### src/rtl/output_vote_if.sv
// Handshake bundle between the output-layer popcount stage and the vote block.
// OUTPUT_VOTE_MARGIN_EN adds the margin_out result field.
interface output_vote_if #(
    parameter int NUM_CLASSES = 8,
    parameter int CNT_W       = 6,
    parameter int IDX_W       = 3
);
    logic                   start;
    logic [NUM_CLASSES-1:0] data_in;
    logic                   data_in_valid;
    logic                   in_ready;
    logic [IDX_W-1:0]       class_out;
    logic [CNT_W-1:0]       score_out;
    logic                   result_valid;
    logic                   done;
`ifdef OUTPUT_VOTE_MARGIN_EN
    logic [CNT_W-1:0]       margin_out;
`endif

    modport master (
        output start, data_in, data_in_valid,
        input  in_ready, class_out, score_out, result_valid, done
`ifdef OUTPUT_VOTE_MARGIN_EN
        , input margin_out
`endif
    );

    modport slave (
        input  start, data_in, data_in_valid,
        output in_ready, class_out, score_out, result_valid, done
`ifdef OUTPUT_VOTE_MARGIN_EN
        , output margin_out
`endif
    );
endinterface

### src/rtl/output_vote.sv
// Per-class vote accumulator with sequential argmax scan (final inference stage).
// OUTPUT_VOTE_MARGIN_EN adds runner-up tracking and margin_out.
module output_vote #(
    parameter int NUM_CLASSES = 8,
    parameter int NUM_STEPS   = 32,
    parameter int CNT_W       = 6,
    parameter int IDX_W       = 3
) (
    input  logic            clk,
    input  logic            rst_n,
    output_vote_if.slave    bus
);
    localparam logic [1:0] ACCUM = 2'd0;
    localparam logic [1:0] SCAN  = 2'd1;
    localparam logic [1:0] DONE  = 2'd2;

    localparam logic [CNT_W-1:0] LAST_BEAT = CNT_W'(NUM_STEPS - 1);
    localparam logic [IDX_W-1:0] LAST_IDX  = IDX_W'(NUM_CLASSES - 1);

    logic [1:0]       state_q, state_d;
    logic [CNT_W-1:0] cnt_q [NUM_CLASSES];
    logic [CNT_W-1:0] cnt_d [NUM_CLASSES];
    logic [CNT_W-1:0] beat_q, beat_d;
    logic [IDX_W-1:0] scan_q, scan_d;
    logic [IDX_W-1:0] best_idx_q, best_idx_d;
    logic [CNT_W-1:0] best_q, best_d;
    logic [IDX_W-1:0] class_q, class_d;
    logic [CNT_W-1:0] score_q, score_d;
    logic             rv_q, rv_d;
    logic             done_q, done_d;

    logic [CNT_W-1:0] cur;
    logic             hit;
    logic [CNT_W-1:0] nb_score;
    logic [IDX_W-1:0] nb_idx;

    assign cur      = cnt_q[scan_q];
    assign hit      = cur > best_q;
    assign nb_score = hit ? cur : best_q;
    assign nb_idx   = hit ? scan_q : best_idx_q;

`ifdef OUTPUT_VOTE_MARGIN_EN
    logic [CNT_W-1:0] sec_q, sec_d;
    logic [CNT_W-1:0] margin_q, margin_d;
    logic [CNT_W-1:0] nsec;

    // A new best pushes the previous best down to runner-up.
    assign nsec = hit ? best_q : ((cur > sec_q) ? cur : sec_q);
    assign bus.margin_out = margin_q;
`endif

    always_comb begin
        state_d    = state_q;
        cnt_d      = cnt_q;
        beat_d     = beat_q;
        scan_d     = scan_q;
        best_idx_d = best_idx_q;
        best_d     = best_q;
        class_d    = class_q;
        score_d    = score_q;
        rv_d       = 1'b0;
        done_d     = done_q;
`ifdef OUTPUT_VOTE_MARGIN_EN
        sec_d      = sec_q;
        margin_d   = margin_q;
`endif
        if (bus.start) begin
            for (int k = 0; k < NUM_CLASSES; k++) cnt_d[k] = '0;
            beat_d     = '0;
            scan_d     = '0;
            best_idx_d = '0;
            best_d     = '0;
            done_d     = 1'b0;
            state_d    = ACCUM;
`ifdef OUTPUT_VOTE_MARGIN_EN
            sec_d      = '0;
`endif
        end else begin
            case (state_q)
                ACCUM: begin
                    if (bus.data_in_valid) begin
                        for (int k = 0; k < NUM_CLASSES; k++)
                            cnt_d[k] = cnt_q[k] + CNT_W'(bus.data_in[k]);
                        beat_d = beat_q + 1'b1;
                        if (beat_q == LAST_BEAT) begin
                            state_d    = SCAN;
                            scan_d     = '0;
                            best_idx_d = '0;
                            best_d     = '0;
`ifdef OUTPUT_VOTE_MARGIN_EN
                            sec_d      = '0;
`endif
                        end
                    end
                end
                SCAN: begin
                    best_idx_d = nb_idx;
                    best_d     = nb_score;
`ifdef OUTPUT_VOTE_MARGIN_EN
                    sec_d      = nsec;
`endif
                    if (scan_q == LAST_IDX) begin
                        class_d = nb_idx;
                        score_d = nb_score;
                        rv_d    = 1'b1;
                        done_d  = 1'b1;
                        state_d = DONE;
`ifdef OUTPUT_VOTE_MARGIN_EN
                        margin_d = nb_score - nsec;
`endif
                    end else begin
                        scan_d = scan_q + 1'b1;
                    end
                end
                DONE:    state_d = DONE;
                default: state_d = ACCUM;
            endcase
        end
    end

    always_ff @(posedge clk or negedge rst_n) begin
        if (!rst_n) begin
            state_q    <= ACCUM;
            for (int k = 0; k < NUM_CLASSES; k++) cnt_q[k] <= '0;
            beat_q     <= '0;
            scan_q     <= '0;
            best_idx_q <= '0;
            best_q     <= '0;
            class_q    <= '0;
            score_q    <= '0;
            rv_q       <= 1'b0;
            done_q     <= 1'b0;
`ifdef OUTPUT_VOTE_MARGIN_EN
            sec_q      <= '0;
            margin_q   <= '0;
`endif
        end else begin
            state_q    <= state_d;
            cnt_q      <= cnt_d;
            beat_q     <= beat_d;
            scan_q     <= scan_d;
            best_idx_q <= best_idx_d;
            best_q     <= best_d;
            class_q    <= class_d;
            score_q    <= score_d;
            rv_q       <= rv_d;
            done_q     <= done_d;
`ifdef OUTPUT_VOTE_MARGIN_EN
            sec_q      <= sec_d;
            margin_q   <= margin_d;
`endif
        end
    end

    assign bus.in_ready     = (state_q == ACCUM);
    assign bus.class_out    = class_q;
    assign bus.score_out    = score_q;
    assign bus.result_valid = rv_q;
    assign bus.done         = done_q;
endmodule

### src/flat_wrapper.sv
// flat-port wrapper written by rule: the top's interface ports become plain ports
module output_vote_flat 
#(
    parameter int NUM_CLASSES = 8,
    parameter int NUM_STEPS   = 32,
    parameter int CNT_W       = 6,
    parameter int IDX_W       = 3
)
  (clk, rst_n, bus_start, bus_data_in, bus_data_in_valid, bus_in_ready, bus_class_out, bus_score_out, bus_result_valid, bus_done);
  output_vote_if #(.NUM_CLASSES(NUM_CLASSES), .CNT_W(CNT_W), .IDX_W(IDX_W)) bus_i ();
  input  logic clk;
  input  logic rst_n;
  input wire logic [$bits(bus_i.start)-1:0] bus_start;
  input wire logic [$bits(bus_i.data_in)-1:0] bus_data_in;
  input wire logic [$bits(bus_i.data_in_valid)-1:0] bus_data_in_valid;
  output wire logic [$bits(bus_i.in_ready)-1:0] bus_in_ready;
  output wire logic [$bits(bus_i.class_out)-1:0] bus_class_out;
  output wire logic [$bits(bus_i.score_out)-1:0] bus_score_out;
  output wire logic [$bits(bus_i.result_valid)-1:0] bus_result_valid;
  output wire logic [$bits(bus_i.done)-1:0] bus_done;
  assign bus_i.start = bus_start;
  assign bus_i.data_in = bus_data_in;
  assign bus_i.data_in_valid = bus_data_in_valid;
  assign bus_in_ready = bus_i.in_ready;
  assign bus_class_out = bus_i.class_out;
  assign bus_score_out = bus_i.score_out;
  assign bus_result_valid = bus_i.result_valid;
  assign bus_done = bus_i.done;
  output_vote #(.NUM_CLASSES(NUM_CLASSES), .NUM_STEPS(NUM_STEPS), .CNT_W(CNT_W), .IDX_W(IDX_W)) u_core (.clk(clk), .rst_n(rst_n), .bus(bus_i));
endmodule
### config.mk
export PLATFORM = sky130hd
export DESIGN_NAME = output_vote_flat
export DESIGN_NICKNAME = d
export VERILOG_FILES = /design/src/rtl/output_vote_if.sv /design/src/rtl/output_vote.sv /design/src/flat_wrapper.sv
export SDC_FILE = /design/constraint.sdc
export NUM_CORES = 1
export LEC_CHECK = 0
export CORE_MARGIN = 1.5
export CORE_UTILIZATION = 60
export DETAILED_ROUTE_END_ITERATION = 6
export PLACE_DENSITY_LB_ADDON = 0.3
export SYNTH_ARGS = -nofsm -noshare
export SYNTH_HDL_FRONTEND = slang
export SYNTH_SLANG_ARGS = --single-unit
### constraint.sdc
create_clock -name clk -period 8.9 [get_ports clk]
set_input_delay 1.78 -clock clk [delete_from_list [all_inputs] [get_ports clk]]
set_output_delay 1.78 -clock clk [all_outputs]
set_load 0.02 [all_outputs]
---- Yosys cells after proc, flatten, opt, wreduce, memory -nomap -nowiden ----
Index checks and enable logic that the tools add are counted.
storage, ports and cells
  flip-flop bits (word level) ............. 79
  word-level logic and storage cells ...... 84
  output and inout port bits .............. 12
  input bits .............................. 12
operators by class
  muxes and demuxes ....................... 33
  add/subtract/negate cells ............... 10
  $lt $le $gt $ge ......................... 2
  bitwise operators ....................... 2
  reductions and logical operators ........ 12
  equal/unequal tests ..................... 8
operators by type and width
  operator                                                count
  two-way mux 48 bit                                      3
  two-way mux 6 bit                                       9
  adder 6 x 1 -> 6 bit                                    8
  binary-select mux 6 bit (select 3 bit)                  1
  two-way mux 3 bit                                       6
  one-hot mux 3 bit (2 select lines)                      2
  one-hot mux 6 bit (2 select lines)                      1
  AND reduction 3 bit                                     3
  two-way mux 2 bit                                       4
  nonzero test 2 bit                                      4
  adder 6 x 1 -> 6 bit (second input constant)            1
  == test 6 x 5 -> 1 bit (second input constant)          1
  > comparator 6 bit                                      1
  two-way mux 1 bit                                       6
  inequality test 3 x 2 -> 1 bit (second input constant)  2
  inequality test 3 bit (second input constant)           2
  one-hot mux 2 bit (3 select lines)                      1
  >= comparator 4 bit (second input constant)             1
  NOT 3 -> 4 bit                                          1
  AND reduction 2 bit                                     2
  AND reduction 4 bit                                     1
  adder 3 x 1 -> 3 bit (second input constant)            1
  == test 3 bit (second input constant)                   1
  nonzero test 3 bit                                      1
  4 further kinds                                         4

---- Longest topological paths before layout ----
  word-level depth ........................ 8
  mapped depth ............................ 11
  depth with buffers taken out ............ 8

---- Worst setup path before layout ----
Ideal clock, no wire load.
  path type ............................... input to register
  start ................................... input port bus_start
  end ..................................... register u_core.beat_q[5]
  data required time ...................... 8.822 ns
  stages on the path ...................... 7
  path slack .............................. 5.906 ns
  arrival time ............................ 2.916 ns
  cells stage by stage .................... buf_2 -> nand2b_1 -> buf_2 -> buf_4 -> nand4_1 -> or3_1 -> a21oi_1
between the ends
  longest elaborated chain between the ends .. 2
RTL lines
  what                           line                RTL
  start, declared                flat_wrapper.sv:13  input wire logic [$bits(bus_i.start)-1:0] bus_start;
  nonzero test 2 bit (no line)   n/a
  AND reduction 2 bit (no line)  n/a
  end signal, assigned           output_vote.sv:140  beat_q <= beat_d;
  end, declared                  output_vote.sv:23   logic [CNT_W-1:0] beat_q, beat_d;
Several ways; a longest one is shown, not always the timed one.
A chain may end at the register's enable or synchronous reset.

---- Worst setup path in the final report ----
  start ................................... input port bus_start
  end ..................................... register u_core.cnt_q[5] (netlist name)
between the ends
  longest elaborated chain between the ends .. 2
RTL lines
  what                           line                RTL
  nonzero test 2 bit (no line)   n/a
  AND reduction 2 bit (no line)  n/a
  end signal, assigned           output_vote.sv:139  cnt_q <= cnt_d;
  end, declared                  output_vote.sv:21   logic [CNT_W-1:0] cnt_q [NUM_CLASSES];
Several ways; a longest one is shown, not always the timed one.

==> results.json <==
{
  "status": "finished, final reports clean",
  "hold_end": "u_core.bus.score_out[3]",
  "fin_nets": 424,
  "fp-row-count": 30,
  "tritoncts": "built",
  "power.leakage_nw": 2.12,
  "drt_pass1_iterations": 4,
  "start_util_pct": 61.7,
  "antenna_left": 0,
  "syn_inst": 365,
  "rsz0062_at_grt": "no",
  "hp-class": "register to register",
  "vdd_drop_max_uv": 87.2,
  "syn2layout_area_growth_pct": 10.0,
  "cts_hold_buf": 0,
  "powerDensity_mw_per_mm2": 148,
  "totalNegativeSetupSlack_ns": 0,
  "r2r_cells": 8,
  "synth.distinct_cells": 36,
  "post-synth-top-count-cell": "dfrtp_1",
  "place_inst": 453,
  "setup_violations": 0,
  "syn_avg_cell_area_um2": 11.4,
  "r2r_slack_ns": 5.04,
  "finalMaxSlewViolations": 0,
  "period_minus_slack_ns": 4.03,
  "min_path_cells": 2,
  "ys_seq_elements": 79,
  "ys_async_sr_fraction_pct": 100,
  "cts_buffers": 9,
  "grt_overflow": 0,
  "start_kind": "primary input",
  "path_clk_slew_ns": 0.08,
  "cp_max_fo": 45,
  "core_mm2": 0.00676,
  "worst-setup-path-type": "primary input to register",
  "worstPathRequired_ns": 9.19,
  "yosys.area.top_type": "dfrtp_1",
  "insertion_delay_ns": 0.36,
  "relSlewSlack_pct": 20.9,
  "hpwl_um": 5480,
  "instances_no_fill": 469,
  "clock_path_buffers": 2,
  "wl_um": 8040,
  "diodes": 0,
  "nFillCells": 523,
  "drc": 0,
  "worst_pin_slew_ns": 1.18,
  "ys.flop_type": "dfrtp_1",
  "gp_congestion": 0.807,
  "synth_commonest_cells": "dfrtp_1, nor2_1, nand2_1, ha_1, xor2_1",
  "grt_pass1_wl_um": 13900,
  "finalCritPeriodShare_pct": 45.3,
  "io_buffer_count": 23,
  "postCtsSetupBuffers": 0,
  "grt_max_degree": 80,
  "track_usage_pct": 24.3,
  "fp.dieH_um": 86.4,
  "maxCapViolations": 0,
  "die_w_um": 86.4,
  "syn-num-nets": 405,
  "via_count": 2823,
  "cp-end-kind": "register",
  "ys_seq_area_share_pct": 47.4,
  "cts_resized": 0,
  "root_buffer": "clkbuf_8",
  "drtIter0Drc": 202,
  "drt-wirelength-per-cell_um": 17.1,
  "cts_max_level": 3,
  "first_global_vias": 2872,
  "fin_skew_ns": 0.00561,
  "regToRegEndpoint": "u_core.best_q[1]",
  "finalHoldViolCount": 0,
  "layout-drive-gt1-share_pct": 9.00,
  "synth-edff-count": 0,
  "synth_area_leaders": "dfrtp_1, ha_1, xor2_1",
  "die-area_mm2": 0.00746,
  "synth_top_area_share_pct": 47.4,
  "p_total_uw": 678,
  "holdCritStartpoint": "u_core.bus.score_out[3]",
  "arrival_ns": 4.32,
  "clock-sinks": 79,
  "yosysWarnings": 0,
  "ios": 24,
  "antenna_found_initial": 0,
  "via_per_inst": 6.02,
  "fmax_mhz": 248,
  "reg2reg_from": "u_core.scan_q[0]",
  "postLayoutCoreUtil_pct": 67.9,
  "synth_area_mm2": 0.00417
}
[cells in the final DEF (no fill, tap or decap), types with 2 or more instances in the layout]
master	synthesis	final
a21o_1	2	2
a21oi_1	14	14
a22o_1	27	27
buf_4	1	3
clkbuf_8	0	9
clkdlybuf4s50_1	0	22
clkinv_2	0	3
dfrtp_1	79	79
ha_1	28	28
inv_1	10	10
inv_2	2	2
mux2_4	5	5
mux2i_1	8	8
mux4_1	5	5
mux4_2	7	7
nand2_1	32	32
nand2b_1	2	2
nand3_1	2	2
nand4_1	18	18
nor2_1	35	35
nor2b_1	2	2
nor3_1	4	4
o21ai_1	20	20
or3_1	8	8
xor2_1	28	28
[worst max-delay path by stage]
stage	start	to	slack, ns
after CTS	bus_start	u_core.cnt_q[5]	4.87
after global placement	bus_start	u_core.cnt_q[47]	4.66
after detailed placement	bus_start	u_core.cnt_q[5]	4.51
after global routing	bus_start	u_core.cnt_q[5]	4.68
final	bus_start	u_core.cnt_q[5]	4.87
after floorplan	bus_start	u_core.beat_q[5]	5.91
[layout make-up]
class	instances	area, um^2	share of cell area, %
clock buffers	10	128	2.78
clock inverters	6	61.3	1.34
inverters	12	45.0	0.981
multi-input cells	257	2040	44.4
flip-flops and latches	79	1980	43.1
well taps	80	100	2.18
repair buffers	25	243	5.29
[critical path, stage by stage]
cell	delay [ns]
clkdlybuf4s50_1	0.45
buf_4	0.38
nand2b_1	0.79
nand4_1	0.32
or3_1	0.44
a21oi_1	0.14
[where the power goes]
group	internal, mW	total [mW]	switching, mW
Combinational	0.0174	0.0442	0.0268
Clock	0.129	0.264	0.136
Sequential	0.364	0.369	0.00520
Total	0.510	0.678	0.168
[sequential cells by signal (all words and copies together), names as in the netlist]
signal and flops:
u_core.beat_q 6, u_core.best_idx_q 3, u_core.best_q 6, u_core.bus.class_out 3
u_core.bus.done 1, u_core.bus.result_valid 1, u_core.bus.score_out 6, u_core.cnt_q 48
u_core.scan_q 3, u_core.state_q 2
[routing by layer]
metal / up-vias / wire (um) / GRT usage [%]
li1: 1349 / - / -
met1: 1395 / 3720 / 33.5
met2: 66 / 3930 / 38.6
met3: 13 / 263 / 3.62
met4: 0 / 119 / 10.4
met5: - / 0 / 0
[cell families (layout without fill, tap and decap cells)]
| logic type | Yosys count | in the layout | share of synthesized area (%) |
|---|---|---|---|
| compound gates | 67 | 67 | 11.1 |
| fa+ha+maj | 28 | 28 | 8.40 |
| flops | 79 | 79 | 47.4 |
| simple gates | 106 | 106 | 11.8 |
| mux | 27 | 27 | 11.5 |
| buf+inv | 29 | 53 | 3.81 |
| xor+xnor | 29 | 29 | 6.09 |
[stage by stage]
step                      hold WS [ns]  instance area [um^2]  worst slack, ns
after detailed placement         0.474                  4400             4.51
after CTS                        0.492                  4590             4.87
after global placement           0.467                  4400             4.66
final                            0.483                  4590             4.87
after floorplan                  0.466                  4170             5.91
after global routing             0.522                  4590             4.68
Note: power is estimated with default switching activity, not from simulation.
